<file path="src/rtl/wb_writer.sv">
// ---------------------------------------------------------------------------
// wb_writer
//
// Writeback-side writer for the 32x32 CPU register file. Results from the
// load/memory path and the single-cycle ALU path are accepted via
// valid/ready, buffered in a small in-order FIFO, and drained at one
// registered register-file write per cycle. Combinational busy lookups let
// decode stall on RAW hazards against writes that are still pending.
//
// Ports:
//   clk, rst_n                      clock, synchronous active-low reset
//   mem_valid/mem_ready/mem_rd/mem_data   load result handshake
//   alu_valid/alu_ready/alu_rd/alu_data   ALU result handshake
//   rf_wen/rf_wa/rf_wd              registered register-file write port
//   q_rs/q_rt -> busy_rs/busy_rt    pending-write lookups for decode
//   full/empty                      FIFO occupancy flags (from count)
// ---------------------------------------------------------------------------
module wb_writer #(
    parameter int DEPTH = 4,
    parameter int AW    = 5,
    parameter int DW    = 32
) (
    input  logic          clk,
    input  logic          rst_n,

    input  logic          mem_valid,
    output logic          mem_ready,
    input  logic [AW-1:0] mem_rd,
    input  logic [DW-1:0] mem_data,

    input  logic          alu_valid,
    output logic          alu_ready,
    input  logic [AW-1:0] alu_rd,
    input  logic [DW-1:0] alu_data,

    output logic          rf_wen,
    output logic [AW-1:0] rf_wa,
    output logic [DW-1:0] rf_wd,

    input  logic [AW-1:0] q_rs,
    input  logic [AW-1:0] q_rt,
    output logic          busy_rs,
    output logic          busy_rt,

    output logic          full,
    output logic          empty
);

    localparam int PW = $clog2(DEPTH);
    localparam int CW = PW + 1;
    localparam logic [CW-1:0] DEPTH_C = CW'(DEPTH);

    // FIFO storage: payload plus a per-entry valid bit used by busy lookup.
    logic [AW-1:0]    ent_rd   [DEPTH];
    logic [DW-1:0]    ent_data [DEPTH];
    logic [DEPTH-1:0] ent_valid;

    logic [PW-1:0] rd_ptr;
    logic [PW-1:0] wr_ptr;
    logic [CW-1:0] count;
    logic [CW-1:0] free;
    logic [CW-1:0] count_next;

    logic          mem_nz;
    logic          alu_nz;
    logic          mem_push;
    logic          alu_push;
    logic          pop;
    logic [PW-1:0] alu_slot;

    // -----------------------------------------------------------------------
    // Handshake / push decisions. free uses the registered count only, so a
    // pop in this cycle never frees space for a push in the same cycle.
    // -----------------------------------------------------------------------
    assign free   = DEPTH_C - count;
    assign mem_nz = (mem_rd != '0);
    assign alu_nz = (alu_rd != '0);

    // rd == 0 results are accepted unconditionally and dropped.
    assign mem_ready = (free != '0) || !mem_nz;
    assign mem_push  = mem_valid && mem_nz && (free != '0);

    // mem owns the last free slot; alu only gets it when mem is not pushing.
    assign alu_ready = !alu_nz || (free >= CW'(2)) || ((free == CW'(1)) && !mem_push);
    assign alu_push  = alu_valid && alu_nz && alu_ready;

    assign pop = (count != '0);

    // When both push, mem goes first so the alu entry lands one slot later.
    assign alu_slot = wr_ptr + PW'(mem_push);

    assign count_next = count + CW'(mem_push) + CW'(alu_push) - CW'(pop);

    assign full  = (count == DEPTH_C);
    assign empty = (count == '0);

    // -----------------------------------------------------------------------
    // Control state and the registered write port.
    // NOTE: sequential state uses non-blocking assignments so every register
    // samples the pre-edge values; blocking here would create order-dependent
    // simulation results that synthesis does not reproduce.
    // -----------------------------------------------------------------------
    always_ff @(posedge clk) begin
        if (!rst_n) begin
            count     <= '0;
            rd_ptr    <= '0;
            wr_ptr    <= '0;
            ent_valid <= '0;
            rf_wen    <= 1'b0;
            rf_wa     <= '0;
            rf_wd     <= '0;
        end else begin
            count  <= count_next;
            wr_ptr <= wr_ptr + PW'(mem_push) + PW'(alu_push);
            rf_wen <= pop;

            if (pop) begin
                rd_ptr <= rd_ptr + PW'(1);
                rf_wa  <= ent_rd[rd_ptr];
                rf_wd  <= ent_data[rd_ptr];
            end

            // The popped slot is occupied and pushed slots are free at the
            // start of the cycle, so these indices never collide.
            if (pop)      ent_valid[rd_ptr]   <= 1'b0;
            if (mem_push) ent_valid[wr_ptr]   <= 1'b1;
            if (alu_push) ent_valid[alu_slot] <= 1'b1;
        end
    end

    // NOTE: the payload array is deliberately not reset; ent_valid and count
    // already mark every slot empty, so clearing the data would only add
    // reset fan-out to a memory that is never read while invalid.
    always_ff @(posedge clk) begin
        if (mem_push) begin
            ent_rd[wr_ptr]   <= mem_rd;
            ent_data[wr_ptr] <= mem_data;
        end
        if (alu_push) begin
            ent_rd[alu_slot]   <= alu_rd;
            ent_data[alu_slot] <= alu_data;
        end
    end

    // -----------------------------------------------------------------------
    // Busy lookup: a query hits any buffered entry or the write currently on
    // the register-file port. Results still in their handshake cycle are not
    // visible yet; decode sees them one cycle later.
    // -----------------------------------------------------------------------
    logic hit_rs;
    logic hit_rt;

    // NOTE: both flags get a default before the loop so no path through this
    // block leaves them unassigned, which would infer a latch.
    always_comb begin
        hit_rs = 1'b0;
        hit_rt = 1'b0;
        for (int i = 0; i < DEPTH; i++) begin
            if (ent_valid[i] && (ent_rd[i] == q_rs)) hit_rs = 1'b1;
            if (ent_valid[i] && (ent_rd[i] == q_rt)) hit_rt = 1'b1;
        end
    end

    assign busy_rs = (q_rs != '0) && (hit_rs || (rf_wen && (rf_wa == q_rs)));
    assign busy_rt = (q_rt != '0) && (hit_rt || (rf_wen && (rf_wa == q_rt)));

endmodule

</file>
<file path="config.mk">
export PLATFORM = sky130hd
export DESIGN_NAME = wb_writer
export DESIGN_NICKNAME = d
export VERILOG_FILES = /design/src/rtl/wb_writer.sv
export SDC_FILE = /design/constraint.sdc
export NUM_CORES = 1
export LEC_CHECK = 0
export ABC_AREA = 1
export BUFFER_PORTS_ARGS = -buffer_cell sky130_fd_sc_hd__buf_2
export CORE_MARGIN = 4
export CORE_UTILIZATION = 39
export DETAILED_ROUTE_END_ITERATION = 7
export SKIP_LAST_GASP = 1
export SLEW_MARGIN = 10
export SYNTH_ARGS = -nofsm -noshare
export SYNTH_HDL_FRONTEND = slang
export SYNTH_SLANG_ARGS = --single-unit
</file>
<file path="constraint.sdc">
create_clock -name clk -period 7.9 [get_ports clk]
set_clock_uncertainty 0.15 [all_clocks]
set_input_delay 1.58 -clock clk [delete_from_list [all_inputs] [get_ports clk]]
set_output_delay 1.58 -clock clk [all_outputs]
set_load 0.02 [all_outputs]
</file>
# After elaboration in Yosys (flattened, before gate mapping)
# Memories as Yosys holds them, arrays and structs flattened. A register that Yosys moved wholly into a read port is not among the register bits.
# Index checks and enable logic that the tools add are counted.
# word_totals
wordCells,97
reg_bits,12
ramBits,148
output_inout_bits,44
memories,2
in_bits,88
# classes
addsub,7
n_eq_ne,12
order_cmp,7
n_reduce_logical,37
bitwise_logic,4
n_mux,23
# memory_table
memory,words,width,read_ports,rd_ports_with_merged_regs,write_ports,line,source
ent_data,4,32,1,1,2,55,logic [DW-1:0] ent_data [DEPTH];
ent_rd,4,5,5,1,2,54,logic [AW-1:0] ent_rd [DEPTH];
# ops
cell,n
$eq A5 B5 Y1,10
$logic_and A1 B1 Y1,20
$mux W4,5
$reduce_bool A5 Y1,4
$mux W1,15
$lt A2 B3 Y1 const B,3
$or A4 B4 Y4,2
$add A3 B1 Y3,2
$demux W1 S2,3
$ge A2 B1 Y1 const B,3
$reduce_bool A3 Y1,2
$logic_not A1 Y1,5
$logic_or A1 B1 Y1,5
$add A2 B1 Y2,2
$and A4 B4 Y4,1
$not A4 Y4,1
$eq A3 B1 Y1 const B,1
$eq A3 B3 Y1 const B,1
$ge A3 B2 Y1 const B,1
$logic_not A3 Y1,1
$sub A3 B1 Y3,1
$sub A3 B3 Y3 const A,1
$add A2 B1 Y2 const B,1

# Logic depth before layout (Yosys ltp)
# Gate-level depths: netlist (run 1).
# logic_depth
word_depth,13
mapped_depth,15
mapped_depth_nobuf,13

# Worst setup path after synthesis (run 1)
# No wires, ideal clock.
# synth_path
path_type,input-to-output
startpoint,input port q_rs[1]
endpoint,output port busy_rs
required_ns,6.170
path_stages,9
path_buffers,1
arrival_time_ns,2.552
setup_slack_ns,3.618
cell_sequence,clkbuf_1 inv_1 nand2_1 nand2_1 nor2_1 nand3_1 nand3_1 nor2_1 nor2_1
# synth_via
elab_chain_len,8
word_cells_on_any_way,17
classes_between,5 x eq/ne; 4 x mux; 8 x reduce/logical
# synth_rtl
item,line,source
"start, declared",40,"input logic [AW-1:0] q_rs,"
$eq A5 B5 Y1,159,if (ent_valid[i] && (ent_rd[i] == q_rs)) hit_rs = 1'b1;
$logic_and A1 B1 Y1,159,
$mux W1 (4 in series),159,
$logic_or A1 B1 Y1,164,assign busy_rs = (q_rs != '0) && (hit_rs || (rf_wen && (rf_wa == q_rs)));
$logic_and A1 B1 Y1 *,164,
"end, declared",42,"output logic busy_rs,"
# Mark *: on every way between the ends. The rest lies on a longest branch, timed or not.

==> run summary, run 1 <==
row cnt = 61
vias per inst = 5.36
TritonCTS clock tree = done
Max H-tree Level = 4
worst r2r dst = ent_data[0][12]
CP Data Required Time = 7.80 ns
Yosys cell types = 31
worst slew pin tran = 1.20 ns
DRT Pass-1 Iters = 5
XOR/XNOR share of the synthesized area = 0.547%
Syn Area/Cell = 7.94 um2
period utilization = 74.8%
Hold Vio Cnt, Final = 0
Pleak = 5.58 nW
sequential-to-total area share from yosys stat = 49.4%
HPWL after DPL = 20100 um
pre-CTS setup slack = 1.57 ns
Gates resized, CTS repair = 0
final WL = 33600 um
Rel. slew slack = 19.6%
Clock Tree Buf Depth = 2
wire per inst = 18.4 um
status = completed
antenna violations before repair = 3
start point of the worst hold path = rf_wa[2]
largest net degree at the start of global routing = 80
power per cell area = 406 mW/mm2
initial detailed-routing violation count = 835
number of max-cap violations = 0
Setup TNS = 0 ns
Post-Syn Area = 0.0110 mm2
Ports = 132
FF-to-FF path depth = 13
gr usage total = 21.6%
placer congestion estimate = 0.918
Die ar. = 0.0309 mm2
reg-to-reg startpoint = count[1]
# setup viols final = 0
syn nets = 1484
Synth Register Bits = 197
worst-path fanout max = 39
CTS Sinks = 197
area growth from synthesis to layout = 11.4%
cts hold-fix bufs = 0
unrepaired setup endpoints after global routing = false
postcts setup bufs = 0
WHS Endpoint = rf_wa[2]
# nets final = 1541
min setup slack post-route = 1.99 ns
via count of the first global-routing pass = 9299
CP startpoint = mem_rd[1]
I/O Buffers = 131
FMAX = 169 MHz
worst setup path category = in -> reg
Hold Path Class = reg -> reg
chip width = 176 um
GR Overflow Total = 0
Peak VDD IR = 252 uV
global-route wire length before repair = 52500 um
initial cell density of the core = 39.5%
Final ANT Viol Nets = 0
DR DRC count = 0
Die Ht = 176 um
Worst-path clk slew = 0.07 ns
Startpoint Class = input port
Synth Area in Simple Gates = 31.3%
Vias = 9817
Synth Warn # = 0
mux contribution to synthesized area = 0%
CORE AREA = 0.0278 mm2
largest family of logic cells by synthesized area = simple AND/OR/NAND/NOR gates
Syn Inst Count = 1382
crit path time final = 5.91 ns
Worst-Skew Late Latency = 0.44 ns
CTS Root Cell = clkbuf_16
final core occ = 44.0%
TritonCTS buffer count = 17
Worst EP arrival = 5.81 ns
Slew Viols, Final = 0
Post-Synth Adder-Cell Area = 1.73%
crit end category = register
complex-gate fraction of the synthesized area = 8.60%
layout cells sized above 1 = 13.6%
Worst R2R Setup Slack = 2.70 ns
hold path depth = 2
worst max-delay path, cell delays in order:
cell	delay [ns]
buf_2	0.14
nor2_1	0.20
nand3_2	0.17
nand2_2	0.13
inv_1	0.05
ha_1	0.20
xnor2_2	0.38
inv_2	0.12
nor2_4	0.10
buf_4	0.45
nand3_2	0.93
nand2_2	1.31
sequential cells by signal (all words and copies together), names as in the netlist:
name,count
rf_wa,5
ent_rd,20
count,3
wr_ptr,2
rd_ptr,2
rf_wen,1
ent_valid,4
rf_wd,32
ent_data,128
worst max-delay path by stage:
stage,to,slack [ns],depth (start not counted)
global route,ent_data[0][12],1.76,12
global placement,ent_data[0][5],1.67,12
floorplan,busy_rs,3.62,9
detailed placement,ent_data[0][6],1.57,12
finish,ent_data[0][12],1.99,12
CTS,ent_data[0][12],2.02,12
metrics by stage:
stage | area (um2) | hold WS [ns] | instances | total power, mW
after global routing | 12200 | 0.407 | 1831 | 5.32
after detailed placement | 11700 | 0.356 | 1798 | 4.13
after CTS | 12200 | 0.374 | 1830 | 4.99
final | 12200 | 0.371 | 1831 | 4.96
after global placement | 11700 | 0.336 | 1798 | 4.09
after floorplan | 11000 | 0.378 | 1382 | 3.46
cells in the mapped netlist, drive strengths merged:
library cell | count | share of area, %
a21oi | 17 | 0.78
buf | 66 | 3.8
clkbuf | 39 | 1.3
clkinv | 1 | 0.034
dfxtp | 49 | 8.9
edfxtp | 148 | 41
fa | 2 | 0.36
ha | 12 | 1.4
inv | 94 | 3.2
nand2 | 420 | 14
nand3 | 24 | 1.3
nand3b | 1 | 0.068
nand4 | 152 | 8.7
nor2 | 185 | 6.5
nor3 | 3 | 0.14
nor3b | 1 | 0.068
o211ai | 5 | 0.34
o21ai | 124 | 5.7
o22ai | 32 | 1.8
or2 | 1 | 0.057
xnor2 | 1 | 0.15
xor2 | 5 | 0.40
metal layers:
metal	part of all wire, %	global-route usage, %	wire length [um]	vias to the layer above
met5	0.074	0	25	-
met4	2.5	7.15	827	4
met3	6.7	3.79	2250	54
met2	49	36.7	16300	340
met1	42	28.1	14200	4617
li1	-	-	-	4802
power breakdown:
group	internal, mW	total [mW]	switching [mW]	leakage, nW
logic	0.603	2.34	1.73	3.53
clock network	0.449	0.857	0.408	0.267
registers	1.61	1.76	0.152	1.79
total	2.66	4.96	2.29	5.58
area by class of cell:
class | instances | area (um2)
multi-input cells | 985 | 4660
clock buffers | 20 | 447
well taps | 378 | 473
fillers | 2815 | 15600
inverters | 95 | 359
diodes | 1 | 2.50
flip-flops and latches | 197 | 5430
clock inverters | 12 | 116
repair buffers | 143 | 746
placed cells by master, fill, tap and decap left out, drive strengths merged:
| cell type | Yosys | final |
|---|---|---|
| o211ai | 5 | 5 |
| edfxtp | 148 | 148 |
| xor2 | 5 | 5 |
| xnor2 | 1 | 1 |
| nand3 | 24 | 24 |
| ha | 12 | 12 |
| nor3b | 1 | 1 |
| nand3b | 1 | 1 |
| inv | 94 | 98 |
| o22ai | 32 | 32 |
| diode | 0 | 1 |
| bufinv | 0 | 1 |
| nor2 | 185 | 185 |
| o21ai | 124 | 124 |
| a21oi | 17 | 17 |
| dfxtp | 49 | 49 |
| fa | 2 | 2 |
| clkinv | 1 | 5 |
| nor3 | 3 | 3 |
| buf | 66 | 143 |
| clkinvlp | 0 | 3 |
| nand2 | 420 | 420 |
| nand4 | 152 | 152 |
| clkbuf | 39 | 20 |
| or2 | 1 | 1 |
logic make-up (layout without fill, tap and decap cells):
logic type,Yosys count,after routing
adders and majority gates,14,14
AOI/OAI and AO/OA,178,178
and+or+nand+nor,787,787
other,0,1
buffers and inverters,200,270
xor gates and xnor gates,6,6
DFF,197,197
No activity file was read; power rests on OpenSTA's default activity.
==> run 2, diff against run 1 <==
==> constraint.sdc (replaced) <==
create_clock -name clk -period 6.1 [get_ports clk]
set_clock_uncertainty 0.15 [all_clocks]
set_input_delay 1.22 -clock clk [delete_from_list [all_inputs] [get_ports clk]]
set_output_delay 1.22 -clock clk [all_outputs]
set_load 0.02 [all_outputs]
==> run summary, run 2 (synthesized netlist as in run 1, its figures left out) <==
worst-path fanout max = 75
Max H-tree Level = 4
Antenna Cells = 0
final std cells w/o fill = 1836
Worst EP arrival = 2.85 ns
via count of the first global-routing pass = 9273
Worst-Skew Late Latency = 0.43 ns
vias per inst = 5.38
gr usage total = 21.5%
Startpoint Class = input port
antenna violations before repair = 0
chip width = 176 um
number of max-cap violations = 0
cell total after placement = 1804
final core occ = 44.2%
I/O Buffers = 131
unrepaired setup endpoints after global routing = false
Slew Viols, Final = 0
Rel. slew slack = 25.9%
pre-CTS setup slack = 1.82 ns
CORE AREA = 0.0278 mm2
crit end category = output pin
CTS Root Cell = clkbuf_16
Final Hold Slack = 0.366 ns
Final Cell Area = 0.0123 mm2
GR Overflow Total = 0
cts hold-fix bufs = 0
Clock Tree Buf Depth = 2
CTS Sinks = 197
Die Ht = 176 um
number of fill cells = 2843
Gates resized, CTS repair = 0
final WL = 33700 um
initial cell density of the core = 39.5%
row cnt = 61
total power = 6.45 mW
worst slew pin tran = 1.11 ns
FMAX = 237 MHz
max reg flops = 128
Peak VDD IR = 470 uV
DRT Pass-1 Iters = 5
Post-DP Area = 0.0117 mm2
worst setup path category = in -> out
initial detailed-routing violation count = 938
largest net degree at the start of global routing = 93
area growth from synthesis to layout = 11.9%
wire per inst = 18.3 um
Hold Vio Cnt, Final = 0
placer congestion estimate = 0.872
Worst-path clk slew = 0.08 ns
Ports = 132
HPWL after DPL = 20000 um
Largest regs = ent_data (128), rf_wd (32), ent_rd (20)
most frequent cells in the layout = 413 x nand2_1, 179 x nor2_1, 152 x nand4_1, 148 x edfxtp_1, 131 x buf_2
TritonCTS clock tree = done
Hold Path Class = reg -> reg
CP Data Required Time = 4.73 ns
DR DRC count = 0
global-route wire length before repair = 52000 um
Final ANT Viol Nets = 0
Vias = 9883
power per cell area = 525 mW/mm2
layout cells sized above 1 = 14.1%
# setup viols final = 0
Die ar. = 0.0309 mm2
Pleak = 5.61 nW
commonest non-fill, non-tap cell in the layout = nand2_1
min setup slack post-route = 1.88 ns
status = completed
most flop-heavy register = ent_data
crit path time final = 4.22 ns
Setup TNS = 0 ns
TritonCTS buffer count = 17
period utilization = 69.1%
postcts setup bufs = 0
# nets final = 1547
==> run 2: cell types whose count changed in the layout (fill, tap and decap cells not counted), sizes merged <==
| cell | delta |
|---|---|
| buf | +6 |
| clkbuf | -3 |
| clkinv | +3 |
| bufinv | -1 |
| diode | -1 |
| inv | +1 |
==> run 2: final cells by class <==
type | instances | area [um2] | area share, %
sequential | 197 | 5430 | 44.2
multi-input combinational | 985 | 4660 | 37.9
timing repair buffer | 149 | 791 | 6.44
tap | 378 | 473 | 3.85
clock buffer | 17 | 425 | 3.47
inverter | 95 | 359 | 2.93
clock inverter | 15 | 143 | 1.16
==> run 2: critical path, stage by stage <==
cell and delay (ns):
buf_2 0.13, nor2_1 0.21, nand3_2 0.17, nand2_2 0.12, nand2_2 0.07, nand2_4 0.60
buf_2 0.30
==> run 2: path summary, 6_finish.rpt <==
| check | from | end | slack (ns) | cells past startpoint |
|---|---|---|---|---|
| max | mem_rd[0] | alu_ready | 1.88 | 7 |
| min | rf_wa[2] | rf_wa[2] | 0.37 | 2 |
| max reg2reg | count[1] | ent_data[3][25] | 2.54 | 12 |
| min reg2reg | rf_wa[2] | rf_wa[2] | 0.37 | 2 |
==> run 2: metal layers <==
metal | track usage [%] | vias up | share of wire, %
met3 | 4.41 | 48 | 7.6
li1 | - | 4809 | -
met2 | 35.5 | 419 | 48
met1 | 28.7 | 4607 | 43
met4 | 6.17 | 0 | 2.0
met5 | 0 | - | 0
==> run 2: power by group <==
group | leakage [nW] | internal [mW] | switching (mW)
Combinational | 3.56 | 0.792 | 2.29
Clock | 0.268 | 0.541 | 0.555
Sequential | 1.79 | 2.09 | 0.185
Total | 5.61 | 3.42 | 3.03
